File: src/rtl/dht11_pkg.sv
// Shared types and constants for the DHT11 response packer and its helpers.
// Holds the FSM state enum, command/response codes and error detail bytes.
package dht11_pkg;

    typedef enum logic [2:0] {
        ST_IDLE,
        ST_TRIGGER,
        ST_WAIT_DONE,
        ST_CHECK,
        ST_SEND_CODE,
        ST_SEND_DATA
    } state_e;

    typedef enum logic {
        KIND_TEMP,
        KIND_HUM
    } kind_e;

    typedef struct packed {
        logic [7:0] hum_int;
        logic [7:0] hum_frac;
        logic [7:0] temp_int;
        logic [7:0] temp_frac;
        logic [7:0] par;
    } reading_t;

    localparam logic [7:0] CMD_STATUS    = 8'h00;
    localparam logic [7:0] CMD_TEMP      = 8'h01;
    localparam logic [7:0] CMD_HUM       = 8'h02;
    localparam logic [7:0] CMD_CONT_TEMP = 8'h03;
    localparam logic [7:0] CMD_CONT_HUM  = 8'h04;
    localparam logic [7:0] CMD_STOP_CONT = 8'h05;
    localparam logic [7:0] CMD_ERR_COUNT = 8'h06;

    localparam logic [7:0] RSP_OK      = 8'h07;
    localparam logic [7:0] RSP_HUM     = 8'h08;
    localparam logic [7:0] RSP_TEMP    = 8'h09;
    localparam logic [7:0] RSP_STOP    = 8'h0A;
    localparam logic [7:0] RSP_ERRCNT  = 8'h1E;
    localparam logic [7:0] RSP_ERR     = 8'h1F;
    localparam logic [7:0] RSP_INVALID = 8'hFF;

    localparam logic [7:0] ERR_CHECKSUM = 8'h01;
    localparam logic [7:0] ERR_TIMEOUT  = 8'h02;

    function automatic logic [7:0] sat_inc8(input logic [7:0] v);
        return (v == 8'hFF) ? v : v + 8'd1;
    endfunction

endpackage

File: src/rtl/dht11_response_packer_if.sv
// Bundle between the packer and its neighbours: UART RX command stream,
// DHT11 reader enable/done/bytes, UART TX byte stream and continuous flag.
// slave: packer side.  master: environment (RX, reader, TX) side.
interface dht11_response_packer_if;

    logic       cmd_valid;
    logic [7:0] cmd_data;
    logic       cmd_ready;

    logic       sensor_enable;
    logic       sensor_done;
    logic [7:0] hum_int;
    logic [7:0] hum_frac;
    logic [7:0] temp_int;
    logic [7:0] temp_frac;
    logic [7:0] par;

    logic       tx_valid;
    logic [7:0] tx_data;
    logic       tx_ready;

    logic       cont_active;

    modport slave (
        input  cmd_valid, cmd_data,
        output cmd_ready,
        output sensor_enable,
        input  sensor_done,
        input  hum_int, hum_frac, temp_int, temp_frac, par,
        output tx_valid, tx_data,
        input  tx_ready,
        output cont_active
    );

    modport master (
        output cmd_valid, cmd_data,
        input  cmd_ready,
        input  sensor_enable,
        output sensor_done,
        output hum_int, hum_frac, temp_int, temp_frac, par,
        input  tx_valid, tx_data,
        output tx_ready,
        input  cont_active
    );

endinterface

File: src/rtl/dht11_checksum.sv
// Combinational DHT11 checksum: 8-bit wrapping sum of the four data bytes
// compared to the parity byte.  Ports: four data bytes, par_i in; ok_o out.
module dht11_checksum (
    input  logic [7:0] hum_int_i,
    input  logic [7:0] hum_frac_i,
    input  logic [7:0] temp_int_i,
    input  logic [7:0] temp_frac_i,
    input  logic [7:0] par_i,
    output logic       ok_o
);

    logic [7:0] sum;

    // 8-bit result drops the carries: modulo-256 sum
    assign sum  = hum_int_i + hum_frac_i + temp_int_i + temp_frac_i;
    assign ok_o = (sum == par_i);

endmodule

File: src/rtl/dht11_response_packer.sv
// Command-driven DHT11 read sequencer: decodes RX commands, pulses the reader,
// waits for done with timeout, checks parity and sends a 2-byte TX response.
// Ports: clk, rst (async active-low), bus (slave modport of the bundle),
// err_count (only when DHT_ERR_COUNTER_EN is defined; adds command 0x06).
module dht11_response_packer
    import dht11_pkg::*;
#(
    parameter int unsigned TIMEOUT_CYCLES = 2500000,
    parameter int unsigned PERIOD_CYCLES  = 100000000
) (
    input  logic                   clk,
    input  logic                   rst,
    dht11_response_packer_if.slave bus
`ifdef DHT_ERR_COUNTER_EN
    ,
    output logic [7:0]             err_count
`endif
);

    localparam int TW = $clog2(TIMEOUT_CYCLES + 1);
    localparam int PW = $clog2(PERIOD_CYCLES + 1);
    localparam logic [TW-1:0] TMO_LAST = TW'(TIMEOUT_CYCLES - 1);
    localparam logic [PW-1:0] PER_LAST = PW'(PERIOD_CYCLES - 1);

    state_e        state_q, state_d;
    kind_e         kind_q, kind_d;
    kind_e         cont_kind_q, cont_kind_d;
    logic          cont_q, cont_d;
    logic [TW-1:0] tmo_q, tmo_d;
    logic [PW-1:0] per_q, per_d;
    reading_t      rd_q, rd_d;
    logic [7:0]    code_q, code_d;
    logic [7:0]    data_q, data_d;
    logic          sum_ok;
    logic          accept;
`ifdef DHT_ERR_COUNTER_EN
    logic [7:0]    err_q, err_d;
    assign err_count = err_q;
`endif

    assign accept = bus.cmd_valid && (state_q == ST_IDLE);

    dht11_checksum u_checksum (
        .hum_int_i   (rd_q.hum_int),
        .hum_frac_i  (rd_q.hum_frac),
        .temp_int_i  (rd_q.temp_int),
        .temp_frac_i (rd_q.temp_frac),
        .par_i       (rd_q.par),
        .ok_o        (sum_ok)
    );

    always_ff @(posedge clk or negedge rst) begin
        if (!rst) begin
            state_q     <= ST_IDLE;
            kind_q      <= KIND_TEMP;
            cont_kind_q <= KIND_TEMP;
            cont_q      <= 1'b0;
            tmo_q       <= '0;
            per_q       <= '0;
            rd_q        <= '0;
            code_q      <= 8'h00;
            data_q      <= 8'h00;
`ifdef DHT_ERR_COUNTER_EN
            err_q       <= 8'h00;
`endif
        end else begin
            state_q     <= state_d;
            kind_q      <= kind_d;
            cont_kind_q <= cont_kind_d;
            cont_q      <= cont_d;
            tmo_q       <= tmo_d;
            per_q       <= per_d;
            rd_q        <= rd_d;
            code_q      <= code_d;
            data_q      <= data_d;
`ifdef DHT_ERR_COUNTER_EN
            err_q       <= err_d;
`endif
        end
    end

    always_comb begin
        state_d     = state_q;
        kind_d      = kind_q;
        cont_kind_d = cont_kind_q;
        cont_d      = cont_q;
        tmo_d       = tmo_q;
        per_d       = per_q;
        rd_d        = rd_q;
        code_d      = code_q;
        data_d      = data_q;
`ifdef DHT_ERR_COUNTER_EN
        err_d       = err_q;
`endif
        unique case (state_q)
            ST_IDLE: begin
                if (cont_q) per_d = per_q + PW'(1);
                // a command beats a period tick in the same cycle
                if (accept) begin
                    per_d = '0;
                    case (bus.cmd_data)
                        CMD_STATUS: begin
                            code_d  = RSP_OK;
                            data_d  = 8'h00;
                            state_d = ST_SEND_CODE;
                        end
                        CMD_TEMP: begin
                            kind_d  = KIND_TEMP;
                            state_d = ST_TRIGGER;
                        end
                        CMD_HUM: begin
                            kind_d  = KIND_HUM;
                            state_d = ST_TRIGGER;
                        end
                        CMD_CONT_TEMP: begin
                            cont_d      = 1'b1;
                            cont_kind_d = KIND_TEMP;
                            kind_d      = KIND_TEMP;
                            state_d     = ST_TRIGGER;
                        end
                        CMD_CONT_HUM: begin
                            cont_d      = 1'b1;
                            cont_kind_d = KIND_HUM;
                            kind_d      = KIND_HUM;
                            state_d     = ST_TRIGGER;
                        end
                        CMD_STOP_CONT: begin
                            cont_d  = 1'b0;
                            code_d  = RSP_STOP;
                            data_d  = 8'h00;
                            state_d = ST_SEND_CODE;
                        end
`ifdef DHT_ERR_COUNTER_EN
                        CMD_ERR_COUNT: begin
                            code_d  = RSP_ERRCNT;
                            data_d  = err_q;
                            state_d = ST_SEND_CODE;
                        end
`endif
                        default: begin
                            code_d  = RSP_INVALID;
                            data_d  = bus.cmd_data;
                            state_d = ST_SEND_CODE;
                        end
                    endcase
                end else if (cont_q && per_q == PER_LAST) begin
                    per_d   = '0;
                    kind_d  = cont_kind_q;
                    state_d = ST_TRIGGER;
                end
            end
            ST_TRIGGER: begin
                tmo_d   = '0;
                state_d = ST_WAIT_DONE;
            end
            ST_WAIT_DONE: begin
                // done wins over the timeout on the last cycle
                if (bus.sensor_done) begin
                    rd_d    = '{bus.hum_int, bus.hum_frac,
                                bus.temp_int, bus.temp_frac, bus.par};
                    state_d = ST_CHECK;
                end else if (tmo_q == TMO_LAST) begin
                    code_d  = RSP_ERR;
                    data_d  = ERR_TIMEOUT;
                    state_d = ST_SEND_CODE;
`ifdef DHT_ERR_COUNTER_EN
                    err_d   = sat_inc8(err_q);
`endif
                end else begin
                    tmo_d = tmo_q + TW'(1);
                end
            end
            ST_CHECK: begin
                if (sum_ok) begin
                    code_d = (kind_q == KIND_TEMP) ? RSP_TEMP : RSP_HUM;
                    data_d = (kind_q == KIND_TEMP) ? rd_q.temp_int
                                                   : rd_q.hum_int;
`ifdef DHT_ERR_COUNTER_EN
                    err_d  = 8'h00;
`endif
                end else begin
                    code_d = RSP_ERR;
                    data_d = ERR_CHECKSUM;
`ifdef DHT_ERR_COUNTER_EN
                    err_d  = sat_inc8(err_q);
`endif
                end
                state_d = ST_SEND_CODE;
            end
            ST_SEND_CODE: begin
                if (bus.tx_ready) state_d = ST_SEND_DATA;
            end
            ST_SEND_DATA: begin
                if (bus.tx_ready) begin
                    per_d   = '0;
                    state_d = ST_IDLE;
                end
            end
            default: state_d = ST_IDLE;
        endcase
    end

    always_comb begin
        bus.cmd_ready     = 1'b0;
        bus.sensor_enable = 1'b0;
        bus.tx_valid      = 1'b0;
        bus.tx_data       = 8'h00;
        unique case (state_q)
            ST_IDLE:    bus.cmd_ready = 1'b1;
            ST_TRIGGER: bus.sensor_enable = 1'b1;
            ST_SEND_CODE: begin
                bus.tx_valid = 1'b1;
                bus.tx_data  = code_q;
            end
            ST_SEND_DATA: begin
                bus.tx_valid = 1'b1;
                bus.tx_data  = data_q;
            end
            default: ;
        endcase
    end

    assign bus.cont_active = cont_q;

endmodule
File: src/flat_wrapper.sv
// flat-port wrapper written by rule: the top's interface ports become plain ports
module dht11_response_packer_flat import dht11_pkg::*;
#(
    parameter int unsigned TIMEOUT_CYCLES = 2500000,
    parameter int unsigned PERIOD_CYCLES  = 100000000
)
  (clk, rst, bus_cmd_valid, bus_cmd_data, bus_cmd_ready, bus_sensor_enable, bus_sensor_done, bus_hum_int, bus_hum_frac, bus_temp_int, bus_temp_frac, bus_par, bus_tx_valid, bus_tx_data, bus_tx_ready, bus_cont_active);
  dht11_response_packer_if bus_i ();
  input  logic clk;
  input  logic rst;
  input wire logic [$bits(bus_i.cmd_valid)-1:0] bus_cmd_valid;
  input wire logic [$bits(bus_i.cmd_data)-1:0] bus_cmd_data;
  output wire logic [$bits(bus_i.cmd_ready)-1:0] bus_cmd_ready;
  output wire logic [$bits(bus_i.sensor_enable)-1:0] bus_sensor_enable;
  input wire logic [$bits(bus_i.sensor_done)-1:0] bus_sensor_done;
  input wire logic [$bits(bus_i.hum_int)-1:0] bus_hum_int;
  input wire logic [$bits(bus_i.hum_frac)-1:0] bus_hum_frac;
  input wire logic [$bits(bus_i.temp_int)-1:0] bus_temp_int;
  input wire logic [$bits(bus_i.temp_frac)-1:0] bus_temp_frac;
  input wire logic [$bits(bus_i.par)-1:0] bus_par;
  output wire logic [$bits(bus_i.tx_valid)-1:0] bus_tx_valid;
  output wire logic [$bits(bus_i.tx_data)-1:0] bus_tx_data;
  input wire logic [$bits(bus_i.tx_ready)-1:0] bus_tx_ready;
  output wire logic [$bits(bus_i.cont_active)-1:0] bus_cont_active;
  assign bus_i.cmd_valid = bus_cmd_valid;
  assign bus_i.cmd_data = bus_cmd_data;
  assign bus_cmd_ready = bus_i.cmd_ready;
  assign bus_sensor_enable = bus_i.sensor_enable;
  assign bus_i.sensor_done = bus_sensor_done;
  assign bus_i.hum_int = bus_hum_int;
  assign bus_i.hum_frac = bus_hum_frac;
  assign bus_i.temp_int = bus_temp_int;
  assign bus_i.temp_frac = bus_temp_frac;
  assign bus_i.par = bus_par;
  assign bus_tx_valid = bus_i.tx_valid;
  assign bus_tx_data = bus_i.tx_data;
  assign bus_i.tx_ready = bus_tx_ready;
  assign bus_cont_active = bus_i.cont_active;
  dht11_response_packer #(.TIMEOUT_CYCLES(TIMEOUT_CYCLES), .PERIOD_CYCLES(PERIOD_CYCLES)) u_core (.clk(clk), .rst(rst), .bus(bus_i));
endmodule
File: config.mk
export PLATFORM = sky130hd
export DESIGN_NAME = dht11_response_packer_flat
export DESIGN_NICKNAME = d
export VERILOG_FILES = /design/src/rtl/dht11_pkg.sv /design/src/rtl/dht11_response_packer_if.sv /design/src/rtl/dht11_checksum.sv /design/src/rtl/dht11_response_packer.sv /design/src/flat_wrapper.sv
export SDC_FILE = /design/constraint.sdc
export NUM_CORES = 1
export LEC_CHECK = 0
export BUFFER_PORTS_ARGS = -buffer_cell sky130_fd_sc_hd__buf_2
export CORE_UTILIZATION = 30
export CTS_CLUSTER_SIZE = 14
export DETAILED_ROUTE_END_ITERATION = 10
export PLACE_DENSITY_LB_ADDON = 0.2
export SLEW_MARGIN = 20
export SYNTH_ARGS = -nofsm -noshare
export SYNTH_HDL_FRONTEND = slang
export SYNTH_SLANG_ARGS = --single-unit
File: constraint.sdc
create_clock -name clk -period 4.15 [get_ports clk]
set_clock_uncertainty 0.2 [all_clocks]
set_input_delay 0.83 -clock clk [delete_from_list [all_inputs] [get_ports clk]]
set_output_delay 0.83 -clock clk [all_outputs]
set_load 0.01 [all_outputs]
; ---- Yosys cells after proc, flatten, opt, wreduce, memory -nomap -nowiden
; Index checks and enable logic that the tools add are counted.
[totals]
rom_bits = 0
register_bits = 111
ramBits = 0
elab_cells = 105
input_bits = 53
n_memories = 0
output_inout_bits = 12
latchBits = 0
[classes]
div = 0
order_cmp = 0
multipliers = 0
eq_ne = 24
shifts = 0
mux = 39
reduce_logical = 24
addsub = 5
bitwise_logic = 0
[ops]
columns = op, count
row1 = 27-bit two-way mux, 4
row2 = 8-bit two-way mux, 9
row3 = 8-bit one-hot mux with 3 select lines, 3
row4 = 27-bit one-hot mux with 2 select lines, 1
row5 = 22-bit two-way mux, 2
row6 = 22-bit one-hot mux with 2 select lines, 1
row7 = 8-bit one-hot mux with 2 select lines, 2
row8 = 27-bit by 1-bit adder with 27-bit output (second input constant), 1
row9 = 27-bit == test (second input constant), 1
row10 = 8-bit adder, 3
row11 = 22-bit by 1-bit adder with 22-bit output (second input constant), 1
row12 = 22-bit == test (second input constant), 1
row13 = 3-bit two-way mux, 7
row14 = 3-bit one-hot mux with 6 select lines, 1
row15 = 8-bit by 2-bit == test with 1-bit output (second input constant), 2
row16 = 8-bit by 3-bit == test with 1-bit output (second input constant), 2
row17 = 3-bit AND reduction, 5
row18 = 2-bit inequality test (second input constant), 5
row19 = 2-bit nonzero test, 5
row20 = 2-bit OR reduction, 5
row21 = 8-bit by 1-bit == test with 1-bit output (second input constant), 1
row22 = 8-bit == test, 1
row23 = 8-bit zero test, 1
row24 = 3-bit by 2-bit == test with 1-bit output (second input constant), 2
row25 = other kinds (15), 26

; ---- Longest topological paths before layout
; Gate-level depths: netlist (run 1).
[logic_depth]
depth_word = 6
ltp_mapped = 13
mapped_depth_nobuf = 12

; ---- Cells and area by module
; A second synthesis (run 1) with hierarchy kept.
[unflattened]
cells_unflattened = 714
hier_area_um2 = 6406.1
[by_module_without_submodules]
columns = module, n_inst, area_each_um2, cells_each
row1 = dht11_response_packer, 1, 5749.3, 649
row2 = dht11_checksum, 1, 656.9, 65

; ---- Least setup slack after synthesis (run 1)
; No wires, ideal clock.
[synth_path]
kind = register to register
startpoint = reg u_core.rd_q[9] (netlist name)
endpoint = reg u_core.data_q[2]
path_buffers = 1
stages_incl_launch_ff = 14
t_arrival_ns = 3.511
synth_period_minus_slack_ns = 3.794
setup_ns = 0.083
required_ns = 3.867
slack_ns = 0.356
cell_sequence = dfrtp_1 -> fa_1 -> inv_1 -> fa_1 -> inv_1 -> ha_1 -> fa_1 -> xnor2_1 -> xnor2_1 -> nor4_1 -> nand3_1 -> or4_1 -> clkbuf_1 -> o21ai_0
[synth_between]
elab_chain_len = 4
[synth_rtl]
columns = element, line_no
row1 = from (decl), dht11_response_packer.sv:31  ; reading_t rd_q, rd_d;
row2 = from (signal assigned), dht11_response_packer.sv:73  ; rd_q <= rd_d;
row3 = 8-bit adder, dht11_checksum.sv:15  ; assign sum = hum_int_i + hum_frac_i + temp_int_i + temp_frac_i;
row4 = 8-bit == test, dht11_checksum.sv:16  ; assign ok_o = (sum == par_i);
row5 = 8-bit two-way mux, dht11_response_packer.sv:174  ; if (sum_ok) begin
row6 = 8-bit one-hot mux with 3 select lines, dht11_response_packer.sv:95  ; unique case (state_q)
row7 = to (signal assigned), dht11_response_packer.sv:75  ; data_q <= data_d;
row8 = to (decl), dht11_response_packer.sv:33  ; logic [7:0] data_q, data_d;
; Every way passes these cells.
; A chain may end at the register's enable or synchronous reset.

; ---- Worst setup path after layout (run 1)
; Same ends and word-level chain as after synthesis.

==> results of run 1 <==
-- metrics by stage --
stage | instances | total power, mW | area, µm²
finish | 943 | 5.77 | 7080
floorplan | 616 | 4.21 | 6190
global route | 943 | 6.31 | 7080
CTS | 943 | 5.81 | 7060
global placement | 927 | 4.91 | 6790
detailed placement | 927 | 4.96 | 6790
-- power breakdown --
group	internal (mW)	switching (mW)	leakage [nW]	total [mW]
registers	1.41	0.316	1.38	1.73
logic	1.45	1.77	1.44	3.22
clock network	0.422	0.400	0.134	0.822
total	3.28	2.48	2.95	5.77
-- state kept, by name, indices dropped and copies added (netlist names), 3 cells and up --
| signal | flops |
|---|---|
| u_core.code_q | 6 |
| u_core.rd_q | 40 |
| u_core.data_q | 8 |
| u_core.state_q | 3 |
| u_core.per_q | 27 |
| u_core.tmo_q | 22 |
-- layer usage --
layer	vias to the layer above	global-route usage	wire length [µm]
met4	0	0.0432	168
met1	2295	0.181	6580
met3	14	0.0320	518
met5	-	0	0
met2	75	0.246	7240
li1	2265	-	-
-- logic make-up after synthesis --
family | synth area share
adders and majority gates | 0.0634
xor gates and xnor gates | 0.0778
and+or+nand+nor | 0.187
DFF | 0.440
AOI/OAI and AO/OA | 0.0990
buffers and inverters | 0.0374
muxes | 0.0945
-- final cells by class --
cell class                 instances  area (µm²)  area share
multi-input combinational        450        3250       0.459
sequential                       109        2730       0.385
timing repair buffer              70         380      0.0538
clock inverter                     6        38.8     0.00548
inverter                          28         105      0.0149
tap                              270         338      0.0477
clock buffer                      10         239      0.0338
-- cells in the final DEF (no fill, tap or decap), types with 5 or more instances in the layout --
| master | instances |
|---|---|
| sky130_fd_sc_hd__mux2i_1 | 18 |
| sky130_fd_sc_hd__nor2_1 | 66 |
| sky130_fd_sc_hd__or4_1 | 7 |
| sky130_fd_sc_hd__buf_2 | 63 |
| sky130_fd_sc_hd__nand2b_1 | 7 |
| sky130_fd_sc_hd__xor2_1 | 17 |
| sky130_fd_sc_hd__xnor2_1 | 38 |
| sky130_fd_sc_hd__fa_1 | 14 |
| sky130_fd_sc_hd__a21o_1 | 7 |
| sky130_fd_sc_hd__nand4_1 | 11 |
| sky130_fd_sc_hd__clkbuf_16 | 9 |
| sky130_fd_sc_hd__or3_1 | 5 |
| sky130_fd_sc_hd__a31oi_1 | 9 |
| sky130_fd_sc_hd__buf_4 | 6 |
| sky130_fd_sc_hd__nand2_1 | 45 |
| sky130_fd_sc_hd__o21ai_0 | 26 |
| sky130_fd_sc_hd__ha_1 | 9 |
| sky130_fd_sc_hd__a21oi_1 | 20 |
| sky130_fd_sc_hd__nor4_1 | 11 |
| sky130_fd_sc_hd__nor3_1 | 16 |
| sky130_fd_sc_hd__dfrtp_1 | 109 |
| sky130_fd_sc_hd__inv_1 | 27 |
| sky130_fd_sc_hd__nand3_1 | 20 |
| sky130_fd_sc_hd__mux2_2 | 36 |
-- worst reg2reg max path: cells and delay by family, from the launching register on --
kind	cells	cell delay [ns]
AO/OA/AOI/OAI	1	0.21
buffers and inverters	2	0.09
AND/OR/NAND/NOR	3	0.97
flip-flops	1	0.40
adder cells (fa/ha/maj)	4	1.65
XOR/XNOR	2	0.28
-- path summary, 6_finish.rpt --
check | startpoint | to | slack, ns
max | u_core.rd_q[9] | u_core.data_q[2] | 0.26
min | u_core.code_q[1] | u_core.code_q[1] | 0.31
max reg2reg | u_core.rd_q[9] | u_core.data_q[2] | 0.26
min reg2reg | u_core.code_q[1] | u_core.code_q[1] | 0.31
max in group asynchronous | rst | u_core.rd_q[21] | 2.92
min in group asynchronous | rst | u_core.per_q[10] | 0.33
-- what timing repair did --
item | in CTS | in global routing
endpoints found under the hold margin | 0 | 0
hold buffers | 0 | 0
resized for setup | 0 | 2
endpoints found under the setup margin | 0 | 8
==> results.rst, run 1 <==
.. list-table::
   :header-rows: 1

   * - Metric
     - Value
   * - Fraction of layout instances using a drive strength above 1
     - 0.202
   * - Critical Path Sink Type
     - register
   * - Clock latency of the later-clocked register in the worst-skew pair
     - 0.36 ns
   * - Sequential-to-total area share from yosys stat
     - 0.440
   * - Arrival @ worst endpoint
     - 3.96 ns
   * - Post-CTS repair timing setup buffer count
     - 0
   * - CTS tree
     - done
   * - Router iterations before antenna repair
     - 5
   * - DR DRC count
     - 0
   * - Global-route wire length before repair
     - 24,500 µm
   * - Post-Syn Instances
     - 616
   * - Initial DRC count
     - 250
   * - Residual antenna-violating net count after detailed routing
     - 0
   * - CTS clk-pin slew, worst paths
     - 0.07 ns
   * - Number of clock buffers inserted by TritonCTS
     - 9
   * - Transition time of the tightest slew-check pin
     - 0.996 ns
   * - Net count of the mapped netlist
     - 692
   * - Sinks on the clock net
     - 109
   * - Post-route minimum period
     - 3.89 ns
   * - GRT Residual Overflow
     - 0
   * - Number of nets at the end of the flow
     - 744
   * - Data required time of the critical path
     - 4.21 ns
   * - Detail-routed via count per cell
     - 4.93
   * - Total power per unit cell area
     - 815 mW/mm²
   * - Cell types with the highest counts after synthesis
     - sky130_fd_sc_hd__dfrtp_1, sky130_fd_sc_hd__nor2_1, sky130_fd_sc_hd__nand2_1
   * - Area of the mapped netlist
     - 0.00619 mm²
   * - Largest fanout on the critical path
     - 7
   * - Core region area
     - 0.0202 mm²
   * - Standard cell with the maximum stage delay on the critical path
     - sky130_fd_sc_hd__or4_4
   * - Global routing usage summed across all routing layers
     - 0.144
   * - Hold slack final
     - 0.307 ns
   * - Crit path launch type
     - register
   * - Die Y-Extent
     - 146 µm
   * - Register-to-Register Path Depth
     - 12
   * - Max-slew headroom
     - 0.336
   * - Highest Clock Rate
     - 257 MHz
   * - Library cell with the highest instance count after synthesis
     - sky130_fd_sc_hd__dfrtp_1
   * - Synthesis-to-layout area growth
     - 14.2%
   * - Post-detail-place hpwl
     - 10,500 µm
   * - Maximum number of pins on one net before global-route repair
     - 110
   * - Crit-path cells
     - fa_1 -> inv_1 -> fa_1 -> inv_1 -> ha_1 -> fa_1 -> xnor2_1 -> xnor2_1 -> nor4_1 -> nand3_1 -> or4_4 -> o21ai_0
   * - Die Area
     - 0.0212 mm²
   * - Ports
     - 65
   * - Chip width
     - 146 µm
   * - Row Count
     - 52
   * - Initial standard-cell utilization of the core
     - 0.306
   * - Peak ir drop on the vdd network
     - 0.610 mV
   * - Proportion of netlist area held by the largest area contributor
     - 0.440
   * - N_diodes
     - 0
   * - Pre-CTS setup slack
     - 0.162 ns
   * - Worst Setup Path Type
     - reg -> reg
   * - Endpoints failing setup
     - 0
   * - Initial antenna violation count
     - 0
   * - Mean instance size in the synthesized netlist
     - 10.1 µm²
   * - Kind of cell adding the most delay to the critical path
     - adder cells
   * - Async set-or-reset flop fraction in the synthesized netlist
     - 1.00
   * - Unrepaired setup endpoints after global routing
     - false
   * - Final hold vios
     - 0
   * - Sum Neg Setup Slack
     - 0 ns
   * - Class of the tightest hold or removal check
     - reg -> reg
   * - # fillers
     - 2,027
   * - Final GP Congestion
     - 0.819
   * - Register bit total from synthesis
     - 109
   * - Wire length per cell
     - 15.4 µm
   * - Final Cycle Share
     - 0.938
   * - Number of global-route vias before repair
     - 4,824
   * - Buf+Inv Stages, Crit Path
     - 2
   * - Maximum capacitance violations
     - 0
   * - Number of warning messages in the yosys log
     - 0
   * - Number of synthesized flops with an enable pin
     - 0
   * - Top area cells in the synthesized netlist
     - sky130_fd_sc_hd__dfrtp_1, sky130_fd_sc_hd__mux2_2, sky130_fd_sc_hd__xnor2_1, sky130_fd_sc_hd__fa_1, sky130_fd_sc_hd__nor2_1
   * - Stages on the worst setup path
     - 12
   * - # H-tree levels
     - 3
   * - Slowest cell delay on critical path
     - 0.54 ns
   * - Post-route core utilization
     - 0.350
   * - Post-synth cell types
     - 62
   * - Final count of pins violating max slew
     - 0
   * - Root buffer cell
     - sky130_fd_sc_hd__clkbuf_16
   * - Worst path most repeated cell
     - sky130_fd_sc_hd__fa_1
   * - Port Buffers
     - 64
   * - Worst-case clock buffer depth
     - 2
   * - Hold depth
     - 1
   * - Leakage power of the design
     - 2.95 nW
   * - Vias
     - 4,649
   * - Run status
     - completed
   * - Final wirelength
     - 14,500 µm
   * - Most common flop cell mapped by yosys
     - sky130_fd_sc_hd__dfrtp_1
   * - Area leader, netlist
     - sky130_fd_sc_hd__dfrtp_1
   * - Setup slack after layout
     - 0.257 ns
No activity file was read; power rests on OpenSTA's default activity.
==> run 2, diff against run 1 <==
==> constraint.sdc (replaced) <==
create_clock -name clk -period 4.15 [get_ports clk]
set_clock_uncertainty 0.2 [all_clocks]
set_input_delay 0.6225 -clock clk [delete_from_list [all_inputs] [get_ports clk]]
set_output_delay 0.6225 -clock clk [all_outputs]
set_load 0.01 [all_outputs]
==> results.rst, run 2 (synthesized netlist as in run 1, its figures left out) <==
.. list-table::
   :header-rows: 1

   * - Metric
     - Value
   * - Startpoint of the lowest-slack register-to-register path
     - u_core.rd_q[9]
   * - Initial DRC count
     - 244
   * - Post-CTS sizing
     - 0
   * - Vias
     - 4,686
   * - Final wirelength
     - 14,500 µm
   * - Post-CTS repair timing setup buffer count
     - 0
   * - Clk network pwr share
     - 0.167
   * - Number of clock buffers inserted by TritonCTS
     - 9
   * - Detail-routed via count per cell
     - 4.97
   * - Final Cycle Share
     - 0.941
   * - Net switching power figure
     - 2.43 mW
   * - Switch share
     - 0.414
   * - Post-route core utilization
     - 0.352
   * - Ports
     - 65
   * - Core region area
     - 0.0202 mm²
   * - Worst Setup Path Type
     - reg -> reg
   * - N_diodes
     - 0
   * - Port Buffers
     - 64
   * - Chip width
     - 146 µm
   * - Initial antenna violation count
     - 0
   * - Number of global-route vias before repair
     - 4,791
   * - Initial standard-cell utilization of the core
     - 0.306
   * - Final hold vios
     - 0
   * - Worst path most repeated cell
     - sky130_fd_sc_hd__fa_1
   * - Register with the most flip-flops
     - u_core.rd_q
   * - Largest fanout on the critical path
     - 7
   * - Sum Neg Setup Slack
     - 0 ns
   * - Largest registers
     - u_core.rd_q x40, u_core.per_q x27, u_core.tmo_q x22
   * - Total power per unit cell area
     - 825 mW/mm²
   * - Residual antenna-violating net count after detailed routing
     - 0
   * - CTS tree
     - done
   * - Worst-case clock buffer depth
     - 2
   * - Crit-path cells
     - fa_1 -> inv_1 -> fa_1 -> inv_1 -> ha_1 -> fa_1 -> xnor2_1 -> xnor2_1 -> nor4_1 -> nand3_1 -> or4_1 -> o21ai_0
   * - Kind of cell adding the most delay to the critical path
     - adder cells
   * - DR DRC count
     - 0
   * - Die Area
     - 0.0212 mm²
   * - Part of the total power dissipated in combinational logic
     - 0.539
   * - Root buffer cell
     - sky130_fd_sc_hd__clkbuf_16
   * - Wire length per cell
     - 15.3 µm
   * - Arrival @ worst endpoint
     - 3.98 ns
   * - Data required time of the critical path
     - 4.23 ns
   * - Internal Dissipation
     - 3.44 mW
   * - Worst-case register-to-register setup slack
     - 0.24 ns
   * - Post-route minimum period
     - 3.91 ns
   * - Critical Path Sink Type
     - register
   * - Slowest cell delay on critical path
     - 0.60 ns
   * - Global routing usage summed across all routing layers
     - 0.143
   * - Crit path launch type
     - register
   * - Run status
     - completed
   * - Reg power frac
     - 0.294
   * - Register-to-Register Path Depth
     - 12
   * - Number of nets at the end of the flow
     - 745
   * - Synthesis-to-layout area growth
     - 14.9%
   * - Max FFs per register
     - 40
   * - Capture instance of the worst register-to-register path
     - u_core.data_q[4]
   * - Maximum number of pins on one net before global-route repair
     - 83
   * - Highest Clock Rate
     - 256 MHz
   * - GRT Residual Overflow
     - 0
   * - Pre-CTS setup slack
     - 0.201 ns
   * - Area of all placed cells without fillers
     - 0.00711 mm²
   * - Unrepaired setup endpoints after global routing
     - false
   * - Class of the tightest hold or removal check
     - in -> async
   * - CTS clk-pin slew, worst paths
     - 0.07 ns
   * - Maximum capacitance violations
     - 0
   * - Post-detail-place hpwl
     - 10,500 µm
   * - Endpoints failing setup
     - 0
   * - # H-tree levels
     - 3
   * - Hold slack final
     - 0.0935 ns
   * - Die Y-Extent
     - 146 µm
   * - Max-slew headroom
     - 0.315
   * - Transition time of the tightest slew-check pin
     - 1.03 ns
   * - Clock latency of the later-clocked register in the worst-skew pair
     - 0.36 ns
   * - Fraction of layout instances using a drive strength above 1
     - 0.198
   * - Buf+Inv Stages, Crit Path
     - 2
   * - Final GP Congestion
     - 0.786
   * - Placed Area
     - 0.00678 mm²
   * - Sinks on the clock net
     - 109
   * - Standard cell with the maximum stage delay on the critical path
     - sky130_fd_sc_hd__or4_1
   * - Commonest cells after routing, fill and taps aside
     - sky130_fd_sc_hd__dfrtp_1, sky130_fd_sc_hd__nor2_1, sky130_fd_sc_hd__buf_2
   * - Final count of pins violating max slew
     - 0
   * - Number of buffers inserted by hold repair at cts
     - 0
   * - Row Count
     - 52
   * - Leakage power of the design
     - 2.98 nW
   * - Setup slack after layout
     - 0.244 ns
   * - Peak ir drop on the vdd network
     - 0.536 mV
   * - Router iterations before antenna repair
     - 7
   * - Global-route wire length before repair
     - 24,300 µm
   * - Commonest non-fill, non-tap cell in the layout
     - sky130_fd_sc_hd__dfrtp_1
## run 2: how the worst max path moves through the flow
stage / from / to / slack [ns] / depth (start not counted)
finish: u_core.rd_q[9] / u_core.data_q[4] / 0.24 / 12
global route: u_core.rd_q[17] / u_core.data_q[2] / 0.03 / 12
CTS: u_core.rd_q[9] / u_core.data_q[4] / 0.18 / 12
detailed placement: u_core.rd_q[9] / u_core.data_q[4] / 0.20 / 12
global placement: u_core.rd_q[9] / u_core.data_q[3] / 0.23 / 12
floorplan: u_core.rd_q[9] / u_core.data_q[2] / 0.36 / 13
## run 2: metal layers
metal | up-vias | GRT usage | routed length, µm
met5 | - | 0 | 0
met4 | 0 | 0.0489 | 246
met3 | 18 | 0.0266 | 480
met2 | 93 | 0.243 | 7090
met1 | 2307 | 0.183 | 6640
li1 | 2268 | - | -
## run 2: power groups by stage
| stage | registers, mW | clock network, mW | logic [mW] |
|---|---|---|---|
| after detailed placement | 1.75 | 0 | 3.20 |
| final | 1.73 | 0.981 | 3.16 |
| after global placement | 1.73 | 0 | 3.18 |
| after floorplan | 1.64 | 0 | 2.57 |
| after CTS | 1.73 | 1.00 | 3.22 |
| after global routing | 1.79 | 1.05 | 3.53 |
## run 2: layout make-up
type / instances / area, µm²
clock buffer: 10 / 229
clock inverter: 5 / 100
fill: 2020 / 13100
inverter: 28 / 105
multi-input combinational: 450 / 3240
sequential: 109 / 2730
tap: 270 / 338
timing repair buffer: 71 / 379
## run 2: stage by stage
| stage | cells | power, mW |
|---|---|---|
| after floorplan | 616 | 4.21 |
| after global placement | 928 | 4.91 |
| after detailed placement | 928 | 4.95 |
| after CTS | 943 | 5.95 |
| after global routing | 943 | 6.37 |
| final | 943 | 5.87 |
==> run 3, diff against run 2 <==
- CORE_MARGIN: unset -> 2
- CORE_UTILIZATION: 30 -> 58
- SYNTH_HIERARCHICAL: unset -> 1
==> results.rst, run 3 <==
.. list-table::
   :header-rows: 1

   * - Metric
     - Value
   * - Run status
     - completed
   * - Fraction of layout instances using a drive strength above 1
     - 0.166
   * - Transition time of the tightest slew-check pin
     - 0.943 ns
   * - Async set-or-reset flop fraction in the synthesized netlist
     - 1.00
   * - Number of global-route vias before repair
     - 5,159
   * - GRT Residual Overflow
     - 0
   * - Area fraction in compound gates after synthesis
     - 0.129
   * - Sum Neg Setup Slack
     - 0 ns
   * - Leakage power of the design
     - 3.25 nW
   * - Detail-routed via count per cell
     - 5.99
   * - Clk network pwr share
     - 0.124
   * - Initial antenna violation count
     - 0
   * - CTS clk-pin slew, worst paths
     - 0.11 ns
   * - Critical Path Sink
     - u_core/code_q[0]
   * - Initial standard-cell utilization of the core
     - 0.594
   * - Max-slew headroom
     - 0.371
   * - Number of clock buffers inserted by TritonCTS
     - 9
   * - Highest metal layer with signal wires
     - met4
   * - Number of cells in the finished layout apart from fillers
     - 912
   * - Class of the tightest hold or removal check
     - in -> reg
   * - Library cell with the highest instance count after synthesis
     - sky130_fd_sc_hd__nand2_1
   * - Post-detail-place hpwl
     - 10,800 µm
   * - Area of the mapped netlist
     - 0.00641 mm²
   * - Commonest non-fill, non-tap cell in the layout
     - sky130_fd_sc_hd__nand2_1
   * - Largest family of logic cells by synthesized area
     - simple AND/OR/NAND/NOR gates
   * - Sinks on the clock net
     - 109
   * - Standard cell with the maximum stage delay on the critical path
     - sky130_fd_sc_hd__fa_1
   * - Highest Clock Rate
     - 252 MHz
   * - Unrepaired setup endpoints after global routing
     - true
   * - Cell types with the highest counts after synthesis
     - sky130_fd_sc_hd__nand2_1, sky130_fd_sc_hd__dfrtp_1, sky130_fd_sc_hd__a21oi_1, sky130_fd_sc_hd__nand3_1, sky130_fd_sc_hd__nor2_1
   * - Final wirelength
     - 15,100 µm
   * - Row Count
     - 38
   * - Met3 Wirelength
     - 810 µm
   * - Residual antenna-violating net count after detailed routing
     - 0
   * - Chip width
     - 109 µm
   * - CTS tree
     - done
   * - Die Y-Extent
     - 109 µm
   * - Synthesis-to-layout area growth
     - 10.1%
   * - Number of nets at the end of the flow
     - 843
   * - Final count of pins violating max slew
     - 0
   * - Placed instance count
     - 893
   * - Total power per unit cell area
     - 771 mW/mm²
   * - Final hold vios
     - 0
   * - Sequential-to-total area share from yosys stat
     - 0.426
   * - Global routing usage summed across all routing layers
     - 0.271
   * - Post-synthesis share of cell area spent on xor and xnor gates
     - 0.0328
   * - Final total power
     - 5.44 mW
   * - Wire length per cell
     - 16.5 µm
   * - Internal Dissipation
     - 2.96 mW
   * - Final Cycle Share
     - 0.956
   * - Endpoints failing setup
     - 0
   * - Core region area
     - 0.0108 mm²
   * - Register with the most flip-flops
     - u_core/rd_q
   * - Initial DRC count
     - 430
   * - Data required time of the critical path
     - 4.25 ns
   * - Largest fanout on the critical path
     - 4
   * - Worst Setup SP
     - u_core/rd_q[33]
   * - Ports
     - 65
   * - Arrival @ worst endpoint
     - 4.07 ns
   * - Crit path launch type
     - register
   * - Met1 wire length
     - 6550 µm
   * - Worst-case register-to-register setup slack
     - 0.18 ns
   * - Slowest cell delay on critical path
     - 0.54 ns
   * - Synthesized-area fraction occupied by and/or/nand/nor cells
     - 0.250
   * - Post-synth cell types
     - 70
   * - Reg power frac
     - 0.312
   * - Largest registers
     - u_core/rd_q x40, u_core/per_q x27, u_core/tmo_q x22
   * - Placed Area
     - 0.00680 mm²
   * - Routed wl met2
     - 7500 µm
   * - Peak ir drop on the vdd network
     - 0.768 mV
   * - Die Area
     - 0.0119 mm²
   * - Multiplexer area fraction after synthesis
     - 0.0594
   * - Max FFs per register
     - 40
   * - DR DRC count
     - 0
   * - Post-Syn Instances
     - 714
   * - Net switching power figure
     - 2.48 mW
   * - Global-route wire length before repair
     - 25,000 µm
   * - Proportion of netlist area held by the largest area contributor
     - 0.426
   * - Top area cells in the synthesized netlist
     - sky130_fd_sc_hd__dfrtp_1, sky130_fd_sc_hd__nand2_1, sky130_fd_sc_hd__fa_1, sky130_fd_sc_hd__mux2i_1, sky130_fd_sc_hd__a21oi_1
   * - Worst-case clock buffer depth
     - 2
   * - Worst Setup Path Type
     - reg -> reg
   * - Final GP Congestion
     - 0.910
   * - Switch share
     - 0.457
   * - Clock latency of the later-clocked register in the worst-skew pair
     - 0.40 ns
   * - Post-route minimum period
     - 3.97 ns
   * - Maximum capacitance violations
     - 0
   * - Part of the total power dissipated in combinational logic
     - 0.564
   * - Most common flop cell mapped by yosys
     - sky130_fd_sc_hd__dfrtp_1
   * - Crit-path cells
     - fa_1 -> inv_1 -> fa_1 -> inv_1 -> ha_2 -> fa_2 -> xor2_1 -> nor4_1 -> nand3_1 -> nor3_4 -> nand2_2 -> nor2_4 -> a21oi_2 -> mux2_2
   * - Commonest cells after routing, fill and taps aside
     - sky130_fd_sc_hd__nand2_1, sky130_fd_sc_hd__dfrtp_1, sky130_fd_sc_hd__buf_2
   * - Number of synthesized flops with an enable pin
     - 0
   * - Maximum number of pins on one net before global-route repair
     - 43
   * - Critical Path Sink Type
     - register
   * - # H-tree levels
     - 3
   * - Startpoint of the lowest-slack register-to-register path
     - u_core/rd_q[33]
   * - Number of warning messages in the yosys log
     - 6
   * - Register-to-Register Path Depth
     - 14
   * - Area of all placed cells without fillers
     - 0.00705 mm²
   * - Net count of the mapped netlist
     - 790
   * - Capture instance of the worst register-to-register path
     - u_core/code_q[0]
   * - Port Buffers
     - 64
   * - Router iterations before antenna repair
     - 5
   * - Mean instance size in the synthesized netlist
     - 8.97 µm²
   * - Vias
     - 5,464
   * - Root buffer cell
     - sky130_fd_sc_hd__clkbuf_8
   * - Adder and majority cell fraction of the synthesized area
     - 0.0613
   * - N_diodes
     - 0
   * - Register bit total from synthesis
     - 109
   * - Area leader, netlist
     - sky130_fd_sc_hd__dfrtp_1
run 3: cell types whose count changed after synthesis, sizes merged, moves of 5 or more:
cell / change
nand2: +133
nor2: -32
xnor2: -25
mux2: -20
a21oi: +18
nand3: +17
and3: +8
nand4: +7
nor3: -7
xor2: -6
nand2b: -5
nor4: -5
or4: -5
run 3: logic make-up (layout without fill, tap and decap cells):
group                    count (synthesis)  in the layout
AND/OR/NAND/NOR                        336            336
AO/OA/AOI/OAI                          125            125
flip-flops                             109            109
buffers and inverters                   61            119
multiplexers                            36             36
XOR/XNOR                                24             24
adder cells (fa/ha/maj)                 23             23
run 3: area by class of cell:
cell class              instances  area (µm²)
clock inverters                 6        71.3
multi-input cells             544        3440
well taps                     140         175
flip-flops and latches        109        2730
inverters                      29         109
repair buffers                 74         400
fillers                       888        3740
clock buffers                  10         128
run 3: timing repair:
item,CTS,global route
setup buffers,0,2
endpoints found under the hold margin,35,0
setup endpoints to repair,1,9
pin swaps,0,4
hold buffers,1,0
gates resized for setup,1,8
run 3: metrics by stage:
stage / setup WS [ns] / util / hold WS [ns]
2_1_floorplan: 0.400 / - / 0.127
3_3_place_gp: 0.116 / 0.630 / 0.261
3_5_place_dp: 0.0570 / 0.630 / 0.263
4_1_cts: 0.0350 / 0.650 / 0.182
5_1_grt: -0.0147 / 0.654 / 0.177
6_report: 0.184 / 0.654 / 0.200
run 3: worst min-delay path by stage:
stage / from / endpoint / cells past startpoint
after global placement: u_core/rd_q[30] / u_core/rd_q[30] / 2
final: bus_hum_frac[6] / u_core/rd_q[30] / 3
after global routing: bus_temp_int[4] / u_core/rd_q[20] / 3
after floorplan: rst / u_core/bus.cont_active / 0
after CTS: bus_temp_frac[7] / u_core/rd_q[15] / 3
after detailed placement: u_core/rd_q[30] / u_core/rd_q[30] / 2
run 3: critical path: cells and delay by family (launching register included):
kind	cells	cell delay (ns)
AOI/OAI and AO/OA	1	0.08
xor gates and xnor gates	1	0.06
adders and majority gates	4	1.74
buffers and inverters	2	0.09
DFF	1	0.42
muxes	1	0.28
and+or+nand+nor	5	0.99
run 3: power by group through the flow:
stage / Sequential [mW] / Combinational, mW / Clock, mW
2_1_floorplan: 1.58 / 2.39 / 0
3_3_place_gp: 1.69 / 2.82 / 0
3_5_place_dp: 1.71 / 2.99 / 0
4_1_cts: 1.69 / 3.06 / 0.688
5_1_grt: 1.74 / 3.45 / 0.732
6_report: 1.69 / 3.07 / 0.674
run 3: layer usage:
layer | up-vias | track usage
met4 | 0 | 0.0751
met2 | 144 | 0.441
met5 | - | 0
met3 | 16 | 0.0765
met1 | 2695 | 0.354
li1 | 2609 | -
